<file path="config.mk">
export PLATFORM = sky130hd
export DESIGN_NAME = fifo_rd_stream
export DESIGN_NICKNAME = d
export VERILOG_FILES = /design/src/rtl/fifo_rd_stream.sv
export SDC_FILE = /design/constraint.sdc
export NUM_CORES = 1
export LEC_CHECK = 0
export BUFFER_PORTS_ARGS = -buffer_cell sky130_fd_sc_hd__buf_2
export CORE_UTILIZATION = 56
export DETAILED_ROUTE_END_ITERATION = 16
export GPL_TIMING_DRIVEN = 0
export HOLD_SLACK_MARGIN = 0.06
export PLACE_DENSITY = 0.84
export REMOVE_ABC_BUFFERS = 1
export SLEW_MARGIN = 20
export SYNTH_ARGS = -nofsm -noshare
export SYNTH_HDL_FRONTEND = slang
export SYNTH_SLANG_ARGS = --single-unit
export TNS_END_PERCENT = 30
</file>
<file path="constraint.sdc">
create_clock -name clk -period 3.8 [get_ports clk]
set_clock_uncertainty 0.05 [all_clocks]
set_input_delay 0.76 -clock clk [delete_from_list [all_inputs] [get_ports clk]]
set_output_delay 0.76 -clock clk [all_outputs]
set_load 0.01 [all_outputs]
</file>
<file path="src/rtl/fifo_rd_stream.sv">
// -----------------------------------------------------------------------------
// fifo_rd_stream
//   Turns a first-word-fall-through FIFO read port into a valid/ready stream.
//   Words pass through a 2-entry buffer: the main register drives out_data and
//   a skid register catches the word popped in the cycle the sink stalls. The
//   FIFO read enable depends only on registered state, fifo_empty, flush and
//   rst, so out_ready has no combinational path to fifo_en_r.
//
//   Optional feature: define FIFO_RD_STAT_EN to build the word/stall counters.
//   Without it both counter ports are tied to zero and no counter registers
//   are built.
//
// Ports
//   clk         in   clock, all logic on its rising edge
//   rst         in   synchronous active-high reset, overrides everything
//   fifo_data   in   FIFO head word, valid while fifo_empty = 0
//   fifo_empty  in   FIFO empty flag
//   fifo_en_r   out  FIFO pop strobe
//   flush       in   drop every buffered word this cycle
//   out_valid   out  out_data holds a word
//   out_ready   in   sink takes the word this cycle
//   out_data    out  stream word (main register)
//   word_count  out  words handed to the sink (16-bit, wraps)
//   stall_count out  cycles with out_valid=1 and out_ready=0 (saturates)
// -----------------------------------------------------------------------------
module fifo_rd_stream #(
   parameter int DATA_BITS = 32
) (
   input  logic                 clk,
   input  logic                 rst,
   input  logic [DATA_BITS-1:0] fifo_data,
   input  logic                 fifo_empty,
   output logic                 fifo_en_r,
   input  logic                 flush,
   output logic                 out_valid,
   input  logic                 out_ready,
   output logic [DATA_BITS-1:0] out_data,
   output logic [15:0]          word_count,
   output logic [15:0]          stall_count
);

   localparam logic [1:0] IDLE = 2'b00;
   localparam logic [1:0] ONE  = 2'b01;
   localparam logic [1:0] TWO  = 2'b10;

   logic [1:0]           state_q, state_d;
   logic [DATA_BITS-1:0] main_q,  main_d;
   logic [DATA_BITS-1:0] skid_q,  skid_d;
   logic                 pop;
   logic                 xfer;

   // Read enable is blocked while both entries are full, during flush and
   // during the reset cycle.
   assign pop       = ~rst & ~fifo_empty & ~flush & (state_q != TWO);
   assign fifo_en_r = pop;
   assign out_valid = (state_q != IDLE);
   assign out_data  = main_q;
   // A flush cycle never hands a word to the sink.
   assign xfer      = out_valid & out_ready & ~flush;

   always_comb begin
      state_d = state_q;
      main_d  = main_q;
      skid_d  = skid_q;
      if (flush) begin
         state_d = IDLE;
      end else begin
         case (state_q)
            IDLE: begin
               if (pop) begin
                  state_d = ONE;
                  main_d  = fifo_data;
               end
            end
            ONE: begin
               if (pop && xfer) begin
                  main_d  = fifo_data;
               end else if (pop) begin
                  state_d = TWO;
                  skid_d  = fifo_data;
               end else if (xfer) begin
                  state_d = IDLE;
               end
            end
            TWO: begin
               if (xfer) begin
                  state_d = ONE;
                  main_d  = skid_q;
               end
            end
            default: state_d = IDLE;
         endcase
      end
   end

   always_ff @(posedge clk) begin
      if (rst) begin
         state_q <= IDLE;
         main_q  <= '0;
         skid_q  <= '0;
      end else begin
         state_q <= state_d;
         main_q  <= main_d;
         skid_q  <= skid_d;
      end
   end

`ifdef FIFO_RD_STAT_EN
   logic [15:0] word_q,  word_d;
   logic [15:0] stall_q, stall_d;

   function automatic logic [15:0] sat_inc16(input logic [15:0] v);
      return (v == 16'hFFFF) ? v : v + 16'd1;
   endfunction

   // Counters survive flush; only rst clears them.
   always_comb begin
      word_d  = word_q;
      stall_d = stall_q;
      if (xfer) begin
         word_d = word_q + 16'd1;
      end
      if (out_valid && !out_ready) begin
         stall_d = sat_inc16(stall_q);
      end
   end

   always_ff @(posedge clk) begin
      if (rst) begin
         word_q  <= '0;
         stall_q <= '0;
      end else begin
         word_q  <= word_d;
         stall_q <= stall_d;
      end
   end

   assign word_count  = word_q;
   assign stall_count = stall_q;
`else
   assign word_count  = '0;
   assign stall_count = '0;
`endif

endmodule

</file>
==> results of run 1 <==
## through the flow
| stage | TNS, ps | std cells | hold slack, ps | power (mW) |
|---|---|---|---|---|
| 3_3_place_gp | -449 | 490 | 392 | 0.896 |
| 6_report | 0 | 515 | 408 | 1.44 |
| 5_1_grt | 0 | 515 | 428 | 1.51 |
| 3_5_place_dp | 0 | 499 | 401 | 0.911 |
| 2_1_floorplan | 0 | 345 | 393 | 0.829 |
| 4_1_cts | 0 | 515 | 410 | 1.45 |
## cells in the final DEF (no fill, tap or decap)
cell type,instances
inv_2,1
nor2_1,1
or3b_1,20
o211a_1,1
dfxtp_2,2
clkbuf_1,2
dfxtp_1,64
nor4b_4,1
buf_6,6
nor3_4,1
nand2_1,33
nand2b_1,1
nor4_1,2
nor2b_4,1
nand3b_1,1
o31ai_4,1
or3_1,1
o21ai_0,16
and3b_1,1
buf_2,70
clkinv_2,2
buf_16,2
nor4_2,1
mux2i_1,32
a21oi_1,35
o21ai_1,16
inv_1,1
o211ai_1,32
conb_1,32
or2_2,2
or3b_2,13
buf_8,1
nand3_1,32
nor3b_4,1
clkbuf_8,12
## worst register-to-register path: cells and delay by family (launching register included)
kind             cells  cell delay (ps)
AND/OR/NAND/NOR      1              930
flip-flops           1              810
AO/OA/AOI/OAI        2              460
## routing by layer
metal,vias up,share of wire (%)
met5,-,0
met4,0,0.48
met3,4,6.1
met2,102,49
met1,1387,44
li1,1417,-
## cell families after synthesis
kind of cell / Yosys count / synth area share, %
other: 1 / 0.109
buffers and inverters: 73 / 14.0
DFF: 66 / 38.6
muxes: 32 / 9.35
AOI/OAI and AO/OA: 101 / 17.7
and+or+nand+nor: 112 / 20.3
## registers in the layout, summed over array words and instances, names as in the netlist
signal and flops:
skid_q 32, state_q 2, out_data 32
## how the worst min path moves through the flow
stage,cells after the start,slack [ps],startpoint,endpoint
6_report,2,410,out_data[4],out_data[4]
3_5_place_dp,2,400,out_data[4],out_data[4]
3_3_place_gp,2,390,out_data[14],out_data[14]
4_1_cts,2,410,out_data[4],out_data[4]
2_1_floorplan,2,390,skid_q[0],skid_q[0]
5_1_grt,2,430,out_data[13],out_data[13]
## cell type report
type	instances	share of cell area, %
Inverter	2	0.195
Multi-Input combinational cell	277	45.7
Clock inverter	2	0.259
Tap cell	75	2.43
Timing Repair Buffer	79	12.6
Clock buffer	14	4.47
Sequential cell	66	34.3
## power by group through the flow
stage | clock network, mW | registers (mW) | logic (mW)
after floorplan | 0 | 0.745 | 0.0837
after global placement | 0 | 0.739 | 0.157
after detailed placement | 0 | 0.741 | 0.170
after CTS | 0.555 | 0.725 | 0.171
after global routing | 0.592 | 0.727 | 0.188
final | 0.545 | 0.725 | 0.171
==> flow_summary.toml, run 1 <==
[cts]
clkSlewWorstSetupHoldPaths_ps = 70
cts_made_buffers = 9
clkLatencyLatePin_ps = 330
cts_tree = "built"
cts-resized-gates = 0
htree_levels = 3
root_buffer = "clkbuf_8"
post_cts_buffers = 0
cts_max_path_buffers = 2
cts_sinks = 66
hold_buffers = 0

[routing]
routed_wl_um = 7560
vias_per_cell = 5.65
ant_nets = 0
drt_iter0_drc = 206
wire_per_inst_um = 14.7
drc = 1
first_pass_iters = 10
via_count = 2910

[final_layout]
multiInputGateArea_sq_um = 1760
final_core_util_pct = 65.2
nNetsFinal = 472
layout-drive-gt1-share_pct = 26.6
fill_cells = 511
postLayoutCellArea_sq_um = 3860
regArea_sq_um = 1320
syn_to_final_growth_pct = 12.6
diodes = 0

[floorplanning]
start_util_pct = 57.9
core.rowCount = 28
dieArea_sq_um = 6430
die_h_um = 80.2
die_w_um = 80.2
io_pins = 103
core_sq_um = 5920

[timing]
rsz0062_at_grt = "no"
final_hold_viol_count = 0
period_minus_slack_ps = 2930
setup-violations-final = 0
worst_pin_slew_ps = 1060
worst_slack_ps = 871
slew_headroom_pct = 29.0
period_share_pct = 77.1
report.final.slew_viol_count = 0
fmax_ghz = 0.341

[global_route]
grt-ovfl-total = 0
global_route.usage.total_pct = 24.5
antenna_found_initial = 0
grt_util_met3_pct = 6.82
grt.busiest_layer = "met2"
met2_usage_pct = 41.2
grt_pass1_vias = 2678
grt_pass1_wl_um = 12100
grt_max_degree = 44
use_met1_pct = 29.8

[setup_path]
crit_cells = 4
regToRegEndpoint = "skid_q[23]"
cp.arrival_ps = 2120
cpPeakStageDelay_ps = 810
rr_worst_depth = 3
path_cells = "nor2b_4 > buf_16 > nor4_1 > buf_2"
path_buf_inv = 2
rrSetupSlack_ps = 1470
critical_path_class = "reg2out"
crit_path_max_fanout = 43
worstPathRequired_ps = 2990
worstSetupEndpointType = "output pin"
r2r_start = "state_q[1]"
crit_slowest_cell = "dfxtp_2"
critPathCapture = "fifo_en_r"
cp_top_family = "flip-flops"
crit_start = "state_q[1]"
startpoint_type = "flip-flop"

[place]
pre_cts_ws_ps = 925
portBuffers = 70
postPlaceCellArea_sq_um = 3680
dpl.hpwl_um = 4870
gp_congestion = 0.719

[logic_synthesis]
ys_top_cells_by_area = "dfxtp_1 (39%), mux2i_1 (9.3%), buf_4 (7.5%)"
synth_top_area_cell = "dfxtp_1"
syn_inst = 385
ys_seq_area_share_pct = 38.6
avgSynthCellArea_sq_um = 8.90
synth_area_sq_um = 3430
ys_async_sr_fraction_pct = 0
netlist.area_leader.share_pct = 38.6
yosysWarnings = 0
netlist_top_cells_count = "dfxtp_1 (66), a21oi_1 (35), buf_4 (34), nand2_1 (33)"
synth-seq-cells = 66
synth_edf_count = 0
yosysMostFrequentCell = "dfxtp_1"
synth-main-ff-cell = "dfxtp_1"
synth.distinct_cells = 30

[power]
leakage_nw = 1.66
powerDensity_nw_per_um2 = 374
p_seq_share_pct = 50.3
clock_power_share_pct = 37.8
ir_drop_mv = 0.227
swShare_pct = 26.0
comb_power_share_pct = 11.9
switchingPower_mw = 0.374
internal-power_mw = 1.07

[outcome]
status = "complete, but fails checks"
violations = "DRC"

[worst_hold_path]
worstHoldPathType = "reg2reg"

[job]
maxCapViolCount = 0
No activity file was read; power rests on OpenSTA's default activity.
==> run 2: changes to the inputs <==
ABC_AREA = 1   (was not set)
CORE_UTILIZATION = 51   (was 56)
PLACE_DENSITY = 0.78   (was 0.84)
clock period = 2.85 ns   (was 3.8 ns; I/O delays follow)
==> flow_summary.toml, run 2 <==
[cts]
cts_sinks = 66
clkLatencyLatePin_ps = 330
cts_max_path_buffers = 2
clkSlewWorstSetupHoldPaths_ps = 70
post_cts_buffers = 0
hold_buffers = 0
root_buffer = "clkbuf_8"
htree_levels = 3
cts_made_buffers = 9
cts-resized-gates = 0
cts_tree = "built"

[floorplanning]
die_w_um = 82.3
die_h_um = 82.3
dieArea_sq_um = 6770
io_pins = 103
core.rowCount = 28
start_util_pct = 54.3
core_sq_um = 6060

[logic_synthesis]
ys_async_sr_fraction_pct = 0
yosysWarnings = 0
yosysMostFrequentCell = "nand2_1"
synth-main-ff-cell = "dfxtp_1"
ys_seq_area_share_pct = 40.2
ys_top_cells_by_area = "dfxtp_1 (40%), a21oi_1 (9.6%), buf_4 (9.6%)"
synth_top_area_cell = "dfxtp_1"
synth_area_sq_um = 3290
avgSynthCellArea_sq_um = 6.78
synth.distinct_cells = 18
netlist.area_leader.share_pct = 40.2
syn_inst = 485
synth-seq-cells = 66
synth_edf_count = 0
netlist_top_cells_count = "nand2_1 (77), dfxtp_1 (66), inv_1 (66), a21oi_1 (63), o21ai_0 (62)"

[final_layout]
mostFrequentLayoutCells = "nand2_1 (77), buf_2 (70), inv_1 (66), dfxtp_1 (66), a21oi_1 (63)"
nNetsFinal = 572
layout-drive-gt1-share_pct = 17.0
final_cells = 615
syn_to_final_growth_pct = 10.6
final_common_cell = "nand2_1"
final_core_util_pct = 60.0
fill_cells = 587
diodes = 0
postLayoutCellArea_sq_um = 3640

[timing]
period_minus_slack_ps = 2540
rsz0062_at_grt = "no"
slew_headroom_pct = 28.8
final_hold_viol_count = 0
fmax_ghz = 0.394
period_share_pct = 89.0
fin_tns_setup_ps = 0
report.final.slew_viol_count = 0
hold_slack_ps = 396
setup-violations-final = 0
worst_pin_slew_ps = 1070

[routing]
wire_per_inst_um = 10.4
routed_wl_um = 6420
vias_per_cell = 4.80
first_pass_iters = 5
ant_nets = 0
drt_iter0_drc = 125
via_count = 2950
drc = 0

[global_route]
grt-ovfl-total = 0
global_route.usage.total_pct = 19.6
antenna_found_initial = 0
grt_pass1_vias = 2407
grt_max_degree = 66
grt_pass1_wl_um = 10200

[place]
portBuffers = 70
numPlacedInstances = 599
postPlaceCellArea_sq_um = 3460
dpl.hpwl_um = 3950
gp_congestion = 0.834

[setup_path]
critical_path_class = "reg2reg"
crit_slowest_cell = "inv_2"
crit_cells = 9
cpPeakStageDelay_ps = 750
cp_top_family = "buffers and inverters"
worstPathRequired_ps = 3030
cp.arrival_ps = 2720
crit_path_max_fanout = 65
rrSetupSlack_ps = 310
startpoint_type = "flip-flop"
path_buf_inv = 3
path_cells = "inv_2 > nand2_4 > inv_2 > nand2_1 > nand2_1 > inv_2 > nand3_1 > nand2_1 > nor2_1"
rr_worst_depth = 9
worstSetupEndpointType = "flip-flop"

[power]
powerDensity_nw_per_um2 = 529
leakage_nw = 1.81
ir_drop_mv = 0.309

[outcome]
status = "finished clean"

[worst_hold_path]
worstHoldPathType = "reg2reg"
min_path_cells = 2

[job]
maxCapViolCount = 0
run 2: changes by cell type after synthesis, sizes merged, moves of 30 or more:
cell / previous run / this run
o211ai: 32 / 0
mux2i: 32 / 0
o21ai: 32 / 62
nand2: 33 / 79
nor2: 1 / 44
inv: 2 / 69
or3b: 33 / 0
run 2: per-stage QoR:
step	worst slack, ps	total power [mW]
final	314	1.92
after CTS	41.6	1.94
after global placement	164	1.26
after floorplan	637	1.17
after detailed placement	64.4	1.26
after global routing	70.4	2.03
run 2: final cells by class:
cell class                      instances  area, sq um  area share (%)
Multi-Input combinational cell        317         1420            39.1
Sequential cell                        66         1320            36.3
Timing Repair Buffer                   71          370            10.2
Inverter                               70          264            7.26
Clock buffer                           13          149            4.09
Tap cell                               75         93.8            2.58
Clock inverter                          3         15.0           0.413
run 2: cell families (layout without fill, tap and decap cells):
logic type	count (synthesis)	after routing	synth area share, %
buf+inv	133	157	20.5
compound gates	125	125	19.0
flops	66	66	40.2
simple gates	160	160	20.2
other cells	1	32	0.114
run 2: final timing paths:
kind,from,end
setup / recovery,state_q[0],out_data[19]
hold / removal,skid_q[8],skid_q[8]
setup reg to reg,state_q[0],out_data[19]
hold reg to reg,skid_q[8],skid_q[8]
run 2: worst register-to-register path: cells and delay by family (launching register included):
| kind | cells | cell delay [ps] |
|---|---|---|
| flip-flops | 1 | 390 |
| buffers and inverters | 3 | 980 |
| AND/OR/NAND/NOR | 6 | 1000 |
run 2: metal layers:
metal / track usage, % / vias up / routed length [um] / share of wire [%]
li1: - / 1563 / - / -
met3: 5.38 / 11 / 320 / 5.0
met2: 35.8 / 72 / 3100 / 48
met4: 8.77 / 0 / 99 / 1.5
met1: 21.0 / 1304 / 2900 / 45
met5: 0 / - / 0 / 0
run 2: power breakdown:
part / internal (mW) / switching (mW) / leakage (nW)
logic: 0.102 / 0.163 / 1.19
clock network: 0.336 / 0.344 / 0.0872
registers: 0.961 / 0.0171 / 0.537
total: 1.40 / 0.524 / 1.81
